File: src/rtl/data_block_fifo.sv
`default_nettype none
// =============================================================================
// data_block_fifo : packs DATA_W-bit words (first word in the MSBs) into
//   BLK_WORDS-word blocks and queues up to DEPTH_BLKS of them, show-ahead.
//   Optional sticky overflow/underflow flags: define DATA_BLOCK_FIFO_ERR_EN.
// Revision: 1.0
// =============================================================================
module data_block_fifo #(
  parameter int DATA_W     = 8,
  parameter int BLK_WORDS  = 16,
  parameter int DEPTH_BLKS = 4,
  localparam int BLK_W = DATA_W * BLK_WORDS,
  localparam int CNT_W = $clog2(DEPTH_BLKS + 1),
  localparam int IDX_W = (BLK_WORDS > 1) ? $clog2(BLK_WORDS) : 1
) (
  input  logic              clk,
  input  logic              n_rst,
  input  logic              clear,
  input  logic              w_enable,
  input  logic [DATA_W-1:0] w_data,
  input  logic              pad,
  input  logic              r_enable,
  output logic [BLK_W-1:0]  r_block,
  output logic              empty,
  output logic              full,
  output logic [CNT_W-1:0]  blk_count,
  output logic [IDX_W-1:0]  word_idx,
  output logic              overflow,
  output logic              underflow
);

  localparam int PTR_W = (DEPTH_BLKS > 1) ? $clog2(DEPTH_BLKS) : 1;
  localparam logic [PTR_W-1:0] LAST_PTR = PTR_W'(DEPTH_BLKS - 1);
  localparam logic [IDX_W-1:0] LAST_IDX = IDX_W'(BLK_WORDS - 1);
  localparam logic [CNT_W-1:0] FULL_CNT = CNT_W'(DEPTH_BLKS);

  logic [BLK_W-1:0] mem_q [DEPTH_BLKS];
  logic [BLK_W-1:0] mem_d [DEPTH_BLKS];
  logic [BLK_W-1:0] asm_q, asm_d, blk_w;
  logic [PTR_W-1:0] wr_ptr_q, wr_ptr_d, rd_ptr_q, rd_ptr_d;
  logic [CNT_W-1:0] cnt_q, cnt_d;
  logic [IDX_W-1:0] idx_q, idx_d;
  logic             empty_w, full_w, wr_acc, rd_acc, commit;

  function automatic logic [PTR_W-1:0] ptr_inc(input logic [PTR_W-1:0] p);
    return (p == LAST_PTR) ? '0 : p + 1'b1;
  endfunction

  always_comb begin
    empty_w = (cnt_q == '0);
    full_w  = (cnt_q == FULL_CNT);
    wr_acc  = w_enable && !full_w;
    rd_acc  = r_enable && !empty_w;

    // Unwritten slices of the assembly register are always zero, so blk_w
    // doubles as the zero-padded block on a pad commit.
    blk_w = asm_q;
    if (wr_acc) begin
      for (int i = 0; i < BLK_WORDS; i++) begin
        if (idx_q == IDX_W'(i)) blk_w[BLK_W-1-DATA_W*i -: DATA_W] = w_data;
      end
    end

    commit = (wr_acc && (idx_q == LAST_IDX)) ||
             (pad && !full_w && ((idx_q != '0) || wr_acc));

    mem_d    = mem_q;
    asm_d    = asm_q;
    wr_ptr_d = wr_ptr_q;
    rd_ptr_d = rd_ptr_q;
    cnt_d    = cnt_q;
    idx_d    = idx_q;

    if (clear) begin
      mem_d    = '{default: '0};
      asm_d    = '0;
      wr_ptr_d = '0;
      rd_ptr_d = '0;
      cnt_d    = '0;
      idx_d    = '0;
    end else begin
      if (commit) begin
        mem_d[wr_ptr_q] = blk_w;
        wr_ptr_d        = ptr_inc(wr_ptr_q);
        asm_d           = '0;
        idx_d           = '0;
      end else if (wr_acc) begin
        asm_d = blk_w;
        idx_d = idx_q + 1'b1;
      end
      if (rd_acc) rd_ptr_d = ptr_inc(rd_ptr_q);
      case ({commit, rd_acc})
        2'b10:   cnt_d = cnt_q + 1'b1;
        2'b01:   cnt_d = cnt_q - 1'b1;
        default: cnt_d = cnt_q;
      endcase
    end
  end

  always_ff @(posedge clk) begin
    if (!n_rst) begin
      mem_q    <= '{default: '0};
      asm_q    <= '0;
      wr_ptr_q <= '0;
      rd_ptr_q <= '0;
      cnt_q    <= '0;
      idx_q    <= '0;
    end else begin
      mem_q    <= mem_d;
      asm_q    <= asm_d;
      wr_ptr_q <= wr_ptr_d;
      rd_ptr_q <= rd_ptr_d;
      cnt_q    <= cnt_d;
      idx_q    <= idx_d;
    end
  end

`ifdef DATA_BLOCK_FIFO_ERR_EN
  logic ovf_q, ovf_d, unf_q, unf_d;

  always_comb begin
    ovf_d = ovf_q;
    unf_d = unf_q;
    if (clear) begin
      ovf_d = 1'b0;
      unf_d = 1'b0;
    end else begin
      if (w_enable && full_w)  ovf_d = 1'b1;
      if (r_enable && empty_w) unf_d = 1'b1;
    end
  end

  always_ff @(posedge clk) begin
    if (!n_rst) begin
      ovf_q <= 1'b0;
      unf_q <= 1'b0;
    end else begin
      ovf_q <= ovf_d;
      unf_q <= unf_d;
    end
  end

  assign overflow  = ovf_q;
  assign underflow = unf_q;
`else
  assign overflow  = 1'b0;
  assign underflow = 1'b0;
`endif

  assign r_block   = mem_q[rd_ptr_q];
  assign empty     = empty_w;
  assign full      = full_w;
  assign blk_count = cnt_q;
  assign word_idx  = idx_q;

endmodule
`default_nettype wire

File: config.mk
export PLATFORM = sky130hd
export DESIGN_NAME = data_block_fifo
export DESIGN_NICKNAME = d
export VERILOG_FILES = /design/src/rtl/data_block_fifo.sv
export SDC_FILE = /design/constraint.sdc
export NUM_CORES = 1
export LEC_CHECK = 0
export CAP_MARGIN = 20
export CORE_ASPECT_RATIO = 1.4
export CORE_MARGIN = 3
export CORE_UTILIZATION = 45
export DETAILED_ROUTE_END_ITERATION = 16
export HOLD_SLACK_MARGIN = 0.03
export PLACE_DENSITY = 0.67
export REMOVE_ABC_BUFFERS = 1
export SYNTH_ARGS = -nofsm -noshare
export SYNTH_HDL_FRONTEND = slang
export SYNTH_SLANG_ARGS = --single-unit
File: constraint.sdc
create_clock -name clk -period 4.02 [get_ports clk]
set_clock_uncertainty 0.1 [all_clocks]
set_input_delay 1.206 -clock clk [delete_from_list [all_inputs] [get_ports clk]]
set_output_delay 1.206 -clock clk [all_outputs]
set_load 0.005 [all_outputs]
==> flow_metrics.py <==
metrics = {
    "outcome": {
        "outcome": "finished, final reports clean",
    },
    "timing": {
        "worst_hold_slack_ns": 0.417,
        "report.final.slew_viol_count": 0,
        "rsz_0062_raised_after_global_routing": "no",
        "tightestPinTransition_ns": 1.08,
        "post-route-worst-setup-slack_ns": 0.197,
        "finalCritPeriodShare": 0.951,
        "max_slew_margin": 0.271,
        "fin_crit_ns": 3.82,
        "finalSetupViolations": 0,
        "fmax_mhz": 262,
        "timing.final.hold_violations": 0,
        "timing.setup.tns_ns": 0,
    },
    "power_and_ir_drop": {
        "pwr-share-comb": 0.056,
        "power.share.clock": 0.433,
        "total_switching_power_mw": 2.86,
        "power.share.switching": 0.223,
        "p_seq_frac": 0.511,
        "intPower_mw": 9.95,
        "p_leak_nw": 10.2,
        "design_power_total_mw": 12.8,
        "p_per_area_nw_per_um2": 423,
        "vdd_ir_drop_max_mv": 0.313,
    },
    "yosys": {
        "synth.mux.area_fraction": 0.158,
        "synthesis.yosys.warnings": 0,
        "synth_simple_gate_area_share": 0.133,
        "synthDominantAreaCellType": "dfxtp_1",
        "synth_top_cells_by_area": "dfxtp_1 49%, a211oi_1 14%, mux4_2 11%",
        "yosys_most_used_dff": "dfxtp_1",
        "ys_seq_area_frac": 0.494,
        "synth_edf_count": 0,
        "synthAdderAreaFrac": 0.00550,
        "syn_area_per_cell_sq_um": 10.8,
        "synthesis.area_sq_um": 26400,
        "synth_cells": 2452,
        "synth.ff_latch_count": 651,
        "largest_family_of_logic_cells_by_synthesized_area": "multiplexers",
        "synth_compound_area_frac": 0.150,
        "yosysUniqueCellTypes": 44,
        "ys_async_sr_fraction": 0,
        "synth_xor_area_frac": 0.00166,
        "synthDominantCellAreaShare": 0.494,
    },
    "drt": {
        "drt-vias-per-instance": 6.46,
        "initialDrtViolationCount": 1801,
        "drc_errors": 0,
        "wl_per_cell_microns": 25.5,
        "finalWirelength_microns": 81800,
        "drt_pre_antenna_iters": 5,
        "vias": 20700,
        "final_antenna_net_count": 0,
    },
    "finish": {
        "final_common_cell": "dfxtp_1",
        "nNetsFinal": 2454,
        "layout.cells.non_filler": 3212,
        "layout.filler_cells": 5017,
        "utilization": 0.524,
        "num_antenna_cells": 0,
        "most-common-layout-cells": "649 x dfxtp_1, 514 x nor3_1, 507 x a211oi_1, 145 x clkdlybuf4s50_1, 137 x nor2_1",
        "layout_cell_share_with_drive_strength_beyond_1": 0.129,
        "flow.area_growth_from_synthesis_pct": 14.7,
        "layout.cell_area.non_filler_sq_um": 30300,
    },
    "global_routing": {
        "antenna_found_initial": 0,
        "grt_pass1_vias": 21200,
        "globalRoute.totalOverflow": 0,
        "grt_pass1_wl_microns": 126000,
        "globalRouteTotalUtil": 0.258,
        "grt_start_max_net_pins": 187,
    },
    "cts": {
        "cts.root.buffer_cell": "clkbuf_16",
        "clock_sinks": 651,
        "post_cts_resized": 0,
        "cts_setup_buffers": 0,
        "clkTransAtPathRegs_ns": 0.06,
        "number_of_buffers_created_by_cts": 57,
        "clock_tree_from_tritoncts": "built",
        "cts.htree.levels": 2,
        "worstSkewPairLatency_ns": 0.60,
        "cts_max_path_buffers": 3,
        "cts_hold_buf": 0,
    },
    "flow_run": {
        "maxCapViolCount": 0,
    },
    "setup_path": {
        "worst_ep_arrival_time_ns": 2.52,
        "worst-path-max-fanout": 15,
        "timing.critical_path.to_type": "primary output",
        "cp.buffers_inverters": 3,
        "critical_path.max_stage_delay_ns": 0.56,
        "path_common_cell": "buf_12",
        "cpLargestDelayFamily": "buffers and inverters",
        "crit_slowest_cell": "mux4_2",
        "path_class": "register to primary output",
        "critPathLaunchType": "register",
        "path_cells": "buf_12 -> buf_12 -> mux4_2 -> clkdlybuf4s50_1",
        "crit_required_ns": 2.71,
    },
    "floorplan": {
        "placement_rows": 104,
        "die_x_microns": 211,
        "placeable_area_sq_um": 57800,
        "die-area_sq_um": 61600,
        "ioPinCount": 153,
        "initial_utilization": 0.457,
        "die_h_microns": 292,
    },
    "placed_design": {
        "placed_cells": 3112,
        "finalWeightedCongestion": 0.756,
        "placedInstanceArea_sq_um": 28400,
        "io_buffers": 150,
        "dpl.hpwl_microns": 43000,
        "preCtsSetupSlack_ns": 0.352,
    },
    "hold_path": {
        "timing.hold.worst.class": "register to register",
    },
}
worst register-to-register path, cell delays in order, from the launching register on:
cell and delay (ns):
dfxtp_1 0.48, or3b_4 0.62, inv_4 0.23, or3_1 0.15
and2_1 0.14, ha_1 0.19, inv_1 0.07, fa_1 0.39
xor2_1 0.17, or3_1 0.31, a21oi_1 0.15
final cells by class:
cell class | count | area, sq um | area share
Clock buffer | 88 | 1750 | 0.0577
Clock inverter | 12 | 150 | 0.00496
Inverter | 14 | 55.1 | 0.00182
Multi-Input combinational cell | 1497 | 11900 | 0.394
Sequential cell | 651 | 13000 | 0.431
Tap cell | 742 | 928 | 0.0307
Timing Repair Buffer | 208 | 2400 | 0.0793
kinds of logic after synthesis:
logic type                 after synthesis
and+or+nand+nor                        696
DFF                                    651
AOI/OAI and AO/OA                      526
buffers and inverters                  305
muxes                                  257
adders and majority gates               11
xor gates and xnor gates                 5
other                                    1
metal layers:
layer  GRT usage  wire [microns]  share of wire
met1       0.321           31600           0.39
met2       0.444           40400           0.49
met5           0               0              0
met3      0.0363            6150          0.075
met4       0.119            3660          0.045
final timing paths:
| check | startpoint | end | slack, ns | depth (start not counted) |
|---|---|---|---|---|
| hold reg to reg | wr_ptr_q[1] | wr_ptr_q[1] | 0.42 | 2 |
| hold / removal | wr_ptr_q[1] | wr_ptr_q[1] | 0.42 | 2 |
| setup reg to reg | blk_count[2] | blk_count[2] | 0.95 | 10 |
| setup / recovery | rd_ptr_q[1] | r_block[36] | 0.20 | 4 |
power groups by stage:
stage	registers [mW]	logic [mW]	clock network [mW]
after floorplan	6.69	0.418	0
after global placement	6.68	0.699	0
after detailed placement	6.69	0.709	0
after CTS	6.54	0.711	5.61
after global routing	6.55	0.758	5.85
final	6.54	0.715	5.54
registers in the layout (all words and copies together), names as in the netlist:
name,count
word_idx,4
mem_q,512
rd_ptr_q,2
blk_count,3
wr_ptr_q,2
asm_q,128
cells in the mapped netlist, drive strengths merged, types with 3 or more instances:
library cell / instances
a211oi: 512
a21oi: 10
and4: 3
buf: 123
clkbuf: 168
dfxtp: 651
ha: 10
inv: 14
mux2i: 129
mux4: 128
nand2: 5
nand3: 5
nand4: 13
nor2: 137
nor3: 518
nor4: 4
xor2: 4
Power figures use the tool's default switching activity.
